File: src/rtl/transpose_row_loader.sv
// -----------------------------------------------------------------------------
// transpose_row_loader
//
// Upstream feeder for the transpose FIFO in the systolic matmul datapath.
// Packs a serial valid/ready stream of BITS-wide words into a DEPTH-word
// staging row. It then issues a one-cycle parallel-load strobe to the FIFO and
// drives the FIFO shift enable for exactly DEPTH un-stalled cycles. The next
// row is accepted while the previous one drains.
//
// The first accepted word lands in the highest slot (DEPTH-1), because the
// FIFO emits that index first. A word flagged with in_last closes a short row:
// the remaining lower slots are zeroed and the row is issued as if it were full.
//
// Ports:
//   clk       in   clock, all state updates on posedge
//   rst       in   asynchronous active-high reset
//   in_valid  in   upstream word valid
//   in_data   in   upstream word [BITS-1:0]
//   in_last   in   final word of a short row (sampled on acceptance only)
//   in_ready  out  loader can accept a word
//   stall     in   downstream hold, suppresses shift_en
//   row       out  staging row [DEPTH-1:0] of BITS-wide words -> FIFO parallel in
//   wr_en     out  FIFO parallel-load strobe
//   shift_en  out  FIFO shift enable
//   busy      out  a row is filling or draining
//   done      out  one-cycle pulse after the final shift of a row
// -----------------------------------------------------------------------------
module transpose_row_loader #(
   parameter int DEPTH = 8,
   parameter int BITS  = 64
) (
   input  logic            clk,
   input  logic            rst,
   input  logic            in_valid,
   input  logic [BITS-1:0] in_data,
   input  logic            in_last,
   output logic            in_ready,
   input  logic            stall,
   output logic [BITS-1:0] row [DEPTH-1:0],
   output logic            wr_en,
   output logic            shift_en,
   output logic            busy,
   output logic            done
);

   localparam int             CW      = $clog2(DEPTH + 1);
   localparam logic [CW-1:0]  DEPTH_C = CW'(DEPTH);
   localparam logic [CW-1:0]  LAST_C  = CW'(DEPTH - 1);
   localparam logic [CW-1:0]  ONE_C   = CW'(1);
   localparam logic [CW-1:0]  ZERO_C  = CW'(0);

   logic [CW-1:0]   fill_cnt_r;
   logic [CW-1:0]   drain_cnt_r;
   logic [BITS-1:0] staging_r [DEPTH-1:0];
   logic            done_r;

   logic            in_ready_s;
   logic            accept_s;
   logic            wr_en_s;
   logic            shift_en_s;
   logic [CW-1:0]   slot_s;

   // Handshake, issue and drain decodes, all derived from the registered counters.
   always_comb begin
      in_ready_s = (fill_cnt_r < DEPTH_C);
      accept_s   = in_valid & in_ready_s;
      // wr_en needs an empty drain counter, shift_en a non-empty one, so they
      // are mutually exclusive by construction.
      wr_en_s    = (fill_cnt_r == DEPTH_C) & (drain_cnt_r == ZERO_C);
      shift_en_s = (drain_cnt_r != ZERO_C) & ~stall;
      // Destination slot of the next accepted word; only used while filling.
      if (fill_cnt_r < DEPTH_C) begin
         slot_s = LAST_C - fill_cnt_r;
      end else begin
         slot_s = ZERO_C;
      end
   end

   // Fill counter: counts accepted words, jumps to full on in_last, clears on issue.
   // Acceptance and issue never coincide because in_ready is low while full.
   always_ff @(posedge clk or posedge rst) begin
      if (rst) begin
         fill_cnt_r <= ZERO_C;
      end else if (accept_s) begin
         if (in_last) begin
            fill_cnt_r <= DEPTH_C;
         end else begin
            fill_cnt_r <= fill_cnt_r + ONE_C;
         end
      end else if (wr_en_s) begin
         fill_cnt_r <= ZERO_C;
      end
   end

   // Staging row: write the accepted word into its slot; on a short row also
   // zero every lower slot so the FIFO receives a clean, padded row.
   always_ff @(posedge clk or posedge rst) begin
      if (rst) begin
         for (int i = 0; i < DEPTH; i++) begin
            staging_r[i] <= '0;
         end
      end else if (accept_s) begin
         for (int i = 0; i < DEPTH; i++) begin
            if (i == int'(slot_s)) begin
               staging_r[i] <= in_data;
            end else if (in_last && (i < int'(slot_s))) begin
               staging_r[i] <= '0;
            end
         end
      end
   end

   // Drain counter: loaded with DEPTH on issue, decremented on each shift.
   always_ff @(posedge clk or posedge rst) begin
      if (rst) begin
         drain_cnt_r <= ZERO_C;
      end else if (wr_en_s) begin
         drain_cnt_r <= DEPTH_C;
      end else if (shift_en_s) begin
         drain_cnt_r <= drain_cnt_r - ONE_C;
      end
   end

   // Done pulse: registered in the cycle after the final shift of a row.
   always_ff @(posedge clk or posedge rst) begin
      if (rst) begin
         done_r <= 1'b0;
      end else begin
         done_r <= shift_en_s & (drain_cnt_r == ONE_C);
      end
   end

   assign in_ready = in_ready_s;
   assign wr_en    = wr_en_s;
   assign shift_en = shift_en_s;
   assign busy     = (fill_cnt_r != ZERO_C) | (drain_cnt_r != ZERO_C);
   assign done     = done_r;
   assign row      = staging_r;

endmodule

File: config.mk
export PLATFORM = sky130hd
export DESIGN_NAME = transpose_row_loader
export DESIGN_NICKNAME = d
export VERILOG_FILES = /design/src/rtl/transpose_row_loader.sv
export SDC_FILE = /design/constraint.sdc
export NUM_CORES = 1
export LEC_CHECK = 0
export ABC_CLOCK_PERIOD_IN_PS = 20700
export CORE_ASPECT_RATIO = 1.1
export CORE_MARGIN = 10
export CORE_UTILIZATION = 45
export CTS_BUF_LIST = sky130_fd_sc_hd__clkbuf_8
export DETAILED_ROUTE_END_ITERATION = 10
export PLACE_DENSITY = 0.79
export SLEW_MARGIN = 5
export SYNTH_ARGS = -nofsm -noshare
export SYNTH_HDL_FRONTEND = slang
export SYNTH_SLANG_ARGS = --single-unit
File: constraint.sdc
create_clock -name clk -period 20.7 [get_ports clk]
set_input_delay 6.21 -clock clk [delete_from_list [all_inputs] [get_ports clk]]
set_output_delay 6.21 -clock clk [all_outputs]
set_load 0.05 [all_outputs]
Word level (Yosys, flattened, before mapping)
Index checks and enable logic that the tools add are counted.
{ "op_classes": {"n_addsub": 3, "n_lt_le_gt_ge": 9, "n_eq_ne": 9, "n_mux": 22, "n_bitwise": 6, "n_reduce_logical": 30} }
{ "op_table": {"columns": ["cell", "count"], "rows": [
  ["two-way mux 64 bit", 16],
  ["two-way mux 4 bit", 6],
  ["nonzero test 2 bit", 10],
  ["equality test 4 bit (first input constant)", 4],
  ["< comparator 3 x 4 -> 1 bit (first input constant)", 4],
  ["AND reduction 2 bit", 8],
  ["equality test 3 x 4 -> 1 bit (first input constant)", 2],
  ["logical AND 1 bit", 8],
  ["logical NOT 4 bit", 2],
  ["< comparator 1 x 4 -> 1 bit (first input constant)", 2],
  ["< comparator 2 x 4 -> 1 bit (first input constant)", 2],
  ["nonzero test 4 bit", 2],
  ["adder 4 x 1 -> 4 bit (second input constant)", 1],
  ["bitwise AND 1 bit", 4],
  ["equality test 2 x 4 -> 1 bit (first input constant)", 1],
  ["equality test 4 x 1 -> 1 bit (second input constant)", 1],
  ["equality test 4 bit (second input constant)", 1],
  ["< comparator 4 bit (second input constant)", 1],
  ["subtractor 3 x 4 -> 4 bit (first input constant)", 1],
  ["subtractor 4 x 1 -> 4 bit (second input constant)", 1],
  ["NOT 1 bit", 1],
  ["bitwise OR 1 bit", 1]
]} }
{ "totals": {"reg_bits": 521, "inputBits": 69, "out_inout_bits": 517, "elab_cells": 90} }

Logic depth before layout (Yosys ltp)
Gate-level depths: netlist of the first run.
{ "depth": {"ltp_word": 6, "mapped_depth": 6, "depth_no_buf": 5} }

Worst setup path after synthesis of the first run
Ideal clock, no wire load.
{ "synth_timing": {"kind": "input port to output port", "start": "input port stall", "end": "output port shift_en", "t_arrival_ns": 6.825, "required_ns": 14.490, "slack_ns": 7.665, "stages": 2, "path_buffers": 0, "cell_sequence": "or2_2 inv_1"} }
{ "synth_via": {"elab_chain_len": 2} }
{ "synth_lines": {"columns": ["element", "line", "text"], "rows": [
  ["start: declaration", "38", "input logic stall,"],
  ["NOT 1 bit", "70", "shift_en_s = (drain_cnt_r != ZERO_C) & ~stall;"],
  ["bitwise AND 1 bit", "70", null],
  ["end: declaration", "41", "output logic shift_en,"]
]} }
No other way between the ends.

Final worst setup path of the first run
Ends and elaborated chain as after synthesis.

==> results of run 1 <==
-- cells by family after synthesis --
logic type	synth area share
DFF	0.634
muxes	0.0984
buffers and inverters	0.0785
AOI/OAI and AO/OA	0.131
adders and majority gates	0.00243
and+or+nand+nor	0.0560
-- path summary, 6_finish.rpt --
check,startpoint,slack (ps),cells after the start,end
worst max-delay path,stall,6510,4,shift_en
worst min-delay path,row[499]$_DFFE_PP0P_,490,1,row[499]$_DFFE_PP0P_
worst max register to register,fill_cnt_r[2]$_DFFE_PP0P_,17380,5,row[427]$_DFFE_PP0P_
worst min register to register,row[499]$_DFFE_PP0P_,490,1,row[499]$_DFFE_PP0P_
max in group asynchronous,rst,11490,5,row[466]$_DFFE_PP0P_
min in group asynchronous,rst,6050,2,row[492]$_DFFE_PP0P_
-- flip-flops by register name, indices dropped and copies added, names as in the netlist --
signal       cells
done             1
drain_cnt_r      4
row            512
fill_cnt_r       4
-- worst register-to-register path, cell delays in order (launching register included) --
cell      delay [ps]
dfrtp_1          590
nor2_4           150
buf_4            720
o2111a_4         850
buf_4            630
mux2i_1          300
-- cells in the mapped netlist (2+ instances only) --
| cell type | number |
|---|---|
| dfrtp_1 | 521 |
| a22o_1 | 256 |
| inv_1 | 200 |
| nand2_1 | 130 |
| mux2i_1 | 129 |
| clkbuf_1 | 98 |
| o21ai_0 | 69 |
| nand4_1 | 64 |
| buf_2 | 63 |
| mux2_1 | 60 |
| buf_4 | 13 |
| buf_6 | 7 |
| mux2_2 | 5 |
| ha_1 | 4 |
| nand2b_1 | 4 |
| nor2b_1 | 4 |
| a211oi_1 | 2 |
| and2_1 | 2 |
| and3_1 | 2 |
| nor2_1 | 2 |
| nor3_1 | 2 |
| nor3_2 | 2 |
| nor4b_1 | 2 |
| o21ai_1 | 2 |
| o21ai_2 | 2 |
-- stage by stage --
stage | hold WS, ps | total power (W)
floorplan | 461 | 0.00324
global placement | 472 | 0.00419
CTS | 493 | 0.00516
finish | 489 | 0.00514
global route | 510 | 0.00532
detailed placement | 480 | 0.00424
-- cells in the final DEF (no fill, tap or decap), types with 4 or more instances in the layout --
cell / n
inv_1: 226
dfrtp_1: 521
clkdlybuf4s50_1: 584
nand2b_1: 4
a22o_1: 256
nand4_1: 64
clkinv_2: 8
mux2i_1: 129
o21ai_0: 69
ha_1: 4
nor2b_1: 4
clkbuf_8: 105
nand2_1: 130
mux2_1: 60
mux2_2: 5
buf_4: 28
-- power by group through the flow --
| stage | clock network [W] | registers [W] | logic (W) |
|---|---|---|---|
| 2_1_floorplan | 0 | 0.00277 | 0.000474 |
| 3_3_place_gp | 0 | 0.00157 | 0.00262 |
| 3_5_place_dp | 0 | 0.00159 | 0.00265 |
| 4_1_cts | 0.000917 | 0.00158 | 0.00266 |
| 5_1_grt | 0.000964 | 0.00162 | 0.00273 |
| 6_report | 0.000901 | 0.00159 | 0.00265 |
-- routing by layer --
metal	global-route usage	up-vias	share of wire	routed length, µm
li1	-	6723	-	-
met1	0.317	8362	0.36	27100
met2	0.419	952	0.48	36000
met3	0.0839	185	0.10	7760
met4	0.146	0	0.053	3950
met5	0	-	0	0
-- final cells by class --
type / instances / area (µm²)
fillers: 3393 / 17100
flip-flops and latches: 521 / 13000
repair buffers: 612 / 6060
multi-input cells: 763 / 6010
clock buffers: 105 / 1450
inverters: 201 / 758
well taps: 588 / 736
clock inverters: 39 / 239
diodes: 2 / 5.00
==> impl_metrics.json, run 1 <==
{
  "max_stage_delay_ps": 820,
  "setup_ws_ps": 6510,
  "synth_flop_cell": "dfrtp_1",
  "p_int_w": 0.00268,
  "seq_power_share": 0.309,
  "final-setup-viol-count": 0,
  "postSynthAreaPerCell_um2": 12.3,
  "grt_max_degree": 81,
  "hpwl_um": 50200,
  "critical_path.max_fanout": 6,
  "fp.dieW_um": 224,
  "period_needed_ps": 14190,
  "max_freq_mhz": 70.5,
  "grt_pass1_wl_um": 110000,
  "die_h_um": 244,
  "max_slew_margin": 0.206,
  "clockPowerShare": 0.175,
  "min_period_over_period": 0.685,
  "dieArea_um2": 54700,
  "outcome": "complete, no violations",
  "worst_pin_slew_ps": 1190,
  "clock_sinks": 521,
  "leakagePower_nw": 12.4,
  "cts_tree": "yes",
  "syn_to_final_growth_pct": 37.5,
  "setup_tns_ps": 0,
  "via_count": 16222,
  "drt_iter0_markers": 1495,
  "combPwrFrac": 0.516,
  "drive_gt1_frac": 0.0763,
  "nets": 2254,
  "synth.distinct_cells": 46,
  "power_density_nw_per_um2": 182,
  "drv_cap": 0,
  "netlist_area_um2": 20600,
  "slew_viol_final": 0,
  "coreArea_um2": 45300,
  "synth_top_area_cell": "dfrtp_1",
  "start_util": 0.454,
  "place_congestion": 0.835,
  "fin_area_um2": 28300,
  "critical_path_required_ps": 14490,
  "finish.utilization": 0.624,
  "p_switching_w": 0.00246,
  "synth-edff-count": 0,
  "ir_drop_v": 0.000113,
  "first_pass_iters": 8,
  "syn_inst": 1666,
  "cp-start-kind": "input port",
  "dpl-instance-area_um2": 26600,
  "seq_area_frac_synth": 0.634,
  "path_clk_slew_ps": 60,
  "grt_pass1_vias": 16312,
  "crit_slowest_cell": "clkdlybuf4s50_1",
  "switching_share": 0.479,
  "pre_cts_slack_ps": 6530,
  "wire_per_inst_um": 26.4,
  "htree_num_levels": 3,
  "rsz0062_at_grt": "false",
  "cts_resized": 0,
  "hold_viol_final": 0,
  "ys_warn_count": 0,
  "io_buffers": 585,
  "post-synth-top-area-fraction": 0.634,
  "crit_family": "buffers and inverters",
  "routed_via_density": 5.73,
  "clock_path_buffers": 3,
  "drc": 0,
  "crit_buf_inv": 3,
  "antenna_found_initial": 2,
  "hold_class": "reg2reg",
  "criticalPathCategory": "in2out",
  "cts_made_buffers": 82,
  "synthArstFlopShare": 1.00,
  "grt_overflow": 0,
  "ant_nets": 0,
  "finalClockSkew_ps": 9.53,
  "arrival_ps": 7980,
  "io_pins": 586,
  "synth_area_leaders": "dfrtp_1 63%, a22o_1 11%, mux2i_1 6.3%, inv_1 3.7%, mux2_1 3.3%",
  "cts_setup_buffers": 0,
  "crit_chain": "clkdlybuf4s50_1, or2_2, inv_1, clkdlybuf4s50_1",
  "dp_cells": 2685,
  "num_rows": 82,
  "cts-root-buf": "clkbuf_8",
  "synth_seq_cells": 521,
  "wl_um": 74800,
  "stdcell_count": 2831,
  "grtUsageTotal": 0.265,
  "synth_nets": 1739,
  "cp-end-kind": "output port",
  "cp_common_cell": "clkdlybuf4s50_1",
  "insertion_delay_ps": 670,
  "cts-hold-fix-buffers": 0
}
Note: power is estimated with default switching activity, not from simulation.
==> run 2: changes to the inputs <==
--- a/config.mk
+++ b/config.mk
@@ -5,7 +5,7 @@
 export SDC_FILE = /design/constraint.sdc
 export NUM_CORES = 1
 export LEC_CHECK = 0
-export ABC_CLOCK_PERIOD_IN_PS = 20700
+export ABC_CLOCK_PERIOD_IN_PS = 13050
 export CORE_ASPECT_RATIO = 1.1
 export CORE_MARGIN = 10
 export CORE_UTILIZATION = 45
==> constraint.sdc (replaced) <==
create_clock -name clk -period 13.05 [get_ports clk]
set_input_delay 3.915 -clock clk [delete_from_list [all_inputs] [get_ports clk]]
set_output_delay 3.915 -clock clk [all_outputs]
set_load 0.05 [all_outputs]
==> impl_metrics.json, run 2 (synthesis gave the netlist of run 1 again) <==
{
  "insertion_delay_ps": 670,
  "cts-root-buf": "clkbuf_8",
  "routed_via_density": 5.68,
  "clockPowerShare": 0.176,
  "die_h_um": 244,
  "htree_num_levels": 3,
  "rsz0062_at_grt": "false",
  "cts-hold-fix-buffers": 0,
  "n_fill_cell": 3410,
  "start_util": 0.454,
  "first_pass_iters": 6,
  "num_rows": 82,
  "critical_path.max_fanout": 6,
  "slew_viol_final": 0,
  "crit_start": "stall",
  "hpwl_um": 49700,
  "largest_register_ffs": 512,
  "path_clk_slew_ps": 60,
  "pre_cts_slack_ps": 3490,
  "grtUsageTotal": 0.263,
  "worst_pin_slew_ps": 1300,
  "via_count": 16057,
  "final_cell_mix": "584 x clkdlybuf4s50_1, 521 x dfrtp_1, 256 x a22o_1",
  "seq_power_share": 0.308,
  "final-setup-viol-count": 0,
  "coreArea_um2": 45300,
  "grt_pass1_vias": 16370,
  "ant_nets": 0,
  "crit_family": "buffers and inverters",
  "max_stage_delay_ps": 820,
  "setup_tns_ps": 0,
  "crit_slowest_cell": "clkdlybuf4s50_1",
  "grt_max_degree": 175,
  "leakagePower_nw": 12.3,
  "finalPower_w": 0.00815,
  "antenna_found_initial": 2,
  "cts_tree": "yes",
  "switching_share": 0.478,
  "crit_chain": "clkdlybuf4s50_1, or2_2, inv_1, clkdlybuf4s50_1",
  "hold_viol_final": 0,
  "min_period_over_period": 0.734,
  "drv_cap": 0,
  "criticalPathCategory": "in2out",
  "finish.utilization": 0.624,
  "crit_buf_inv": 3,
  "io_buffers": 585,
  "cts_setup_buffers": 0,
  "seqCellArea_um2": 13000,
  "finalClockSkew_ps": 34.0,
  "min-delay-start": "row[504]$_DFFE_PP0P_",
  "multi_input_area_um2": 6010,
  "nets": 2248,
  "place_congestion": 0.834,
  "cp-start-kind": "input port",
  "clock_path_buffers": 3,
  "p_switching_w": 0.00390,
  "ir_drop_v": 0.000183,
  "hold_class": "reg2reg",
  "max_freq_mhz": 104,
  "grt_overflow": 0,
  "p_int_w": 0.00425,
  "period_needed_ps": 9580,
  "io_pins": 586,
  "wire_per_inst_um": 26.4,
  "wl_um": 74700,
  "cp-end-kind": "output port",
  "combPwrFrac": 0.516,
  "drt_iter0_markers": 1582,
  "rr_startpoint": "fill_cnt_r[2]$_DFFE_PP0P_",
  "cp_common_cell": "clkdlybuf4s50_1",
  "outcome": "complete, no violations",
  "cts_made_buffers": 82,
  "max_slew_margin": 0.129,
  "setup_ws_ps": 3470,
  "cts_resized": 0,
  "arrival_ps": 5670,
  "syn_to_final_growth_pct": 37.5,
  "drc": 0,
  "critical_path_required_ps": 9130,
  "drive_gt1_frac": 0.0765,
  "dieArea_um2": 54700,
  "grt_pass1_wl_um": 110000,
  "fp.dieW_um": 224,
  "power_density_nw_per_um2": 288,
  "clock_sinks": 521,
  "final_common_cell": "clkdlybuf4s50_1"
}
-- run 2: cell types whose count changed in the layout (fill, tap and decap cells not counted) --
| cell | before | now |
|---|---|---|
| diode_2 | 2 | 1 |
| clkinv_4 | 0 | 1 |
| clkinvlp_4 | 2 | 4 |
| buf_12 | 0 | 2 |
| buf_4 | 28 | 20 |
| clkinv_2 | 8 | 11 |
| inv_1 | 226 | 221 |
-- run 2: final cells by class --
class,count,area share
multi-input cells,763,0.212
clock inverters,40,0.00916
clock buffers,105,0.0511
well taps,588,0.0260
repair buffers,606,0.213
inverters,201,0.0268
diodes,1,0.0000885
flip-flops and latches,521,0.461
-- run 2: worst reg2reg max path: stages (launching register included) --
cell     delay [ps]
dfrtp_1         590
nor2_4          180
buf_4           740
nand4_4         760
buf_4           620
mux2_1          420
-- run 2: path summary, 6_finish.rpt --
check / end / slack (ps) / cells after the start
worst max-delay path: shift_en / 3470 / 4
min in group asynchronous: row[237]$_DFFE_PP0P_ / 3660 / 2
max in group asynchronous: row[466]$_DFFE_PP0P_ / 7000 / 4
worst min-delay path: row[504]$_DFFE_PP0P_ / 490 / 1
worst min register to register: row[504]$_DFFE_PP0P_ / 490 / 1
worst max register to register: row[491]$_DFFE_PP0P_ / 9610 / 5
-- run 2: per-layer routing --
layer / track usage / wire, µm
met1: 0.310 / 27700
met2: 0.424 / 35800
met3: 0.0830 / 7080
met4: 0.142 / 4120
met5: 0 / 0
-- run 2: stage by stage --
stage | instances | hold slack [ps] | cell area (µm²)
6_report | 2825 | 490 | 28300
5_1_grt | 2825 | 503 | 28300
3_5_place_dp | 2679 | 480 | 26600
2_1_floorplan | 1666 | 461 | 20600
3_3_place_gp | 2679 | 472 | 26600
4_1_cts | 2824 | 495 | 28300
-- run 2: power groups by stage --
stage | registers [W] | logic (W) | clock network (W)
finish | 0.00251 | 0.00420 | 0.00143
global route | 0.00257 | 0.00433 | 0.00153
CTS | 0.00251 | 0.00422 | 0.00146
detailed placement | 0.00252 | 0.00420 | 0
global placement | 0.00249 | 0.00415 | 0
floorplan | 0.00439 | 0.000751 | 0
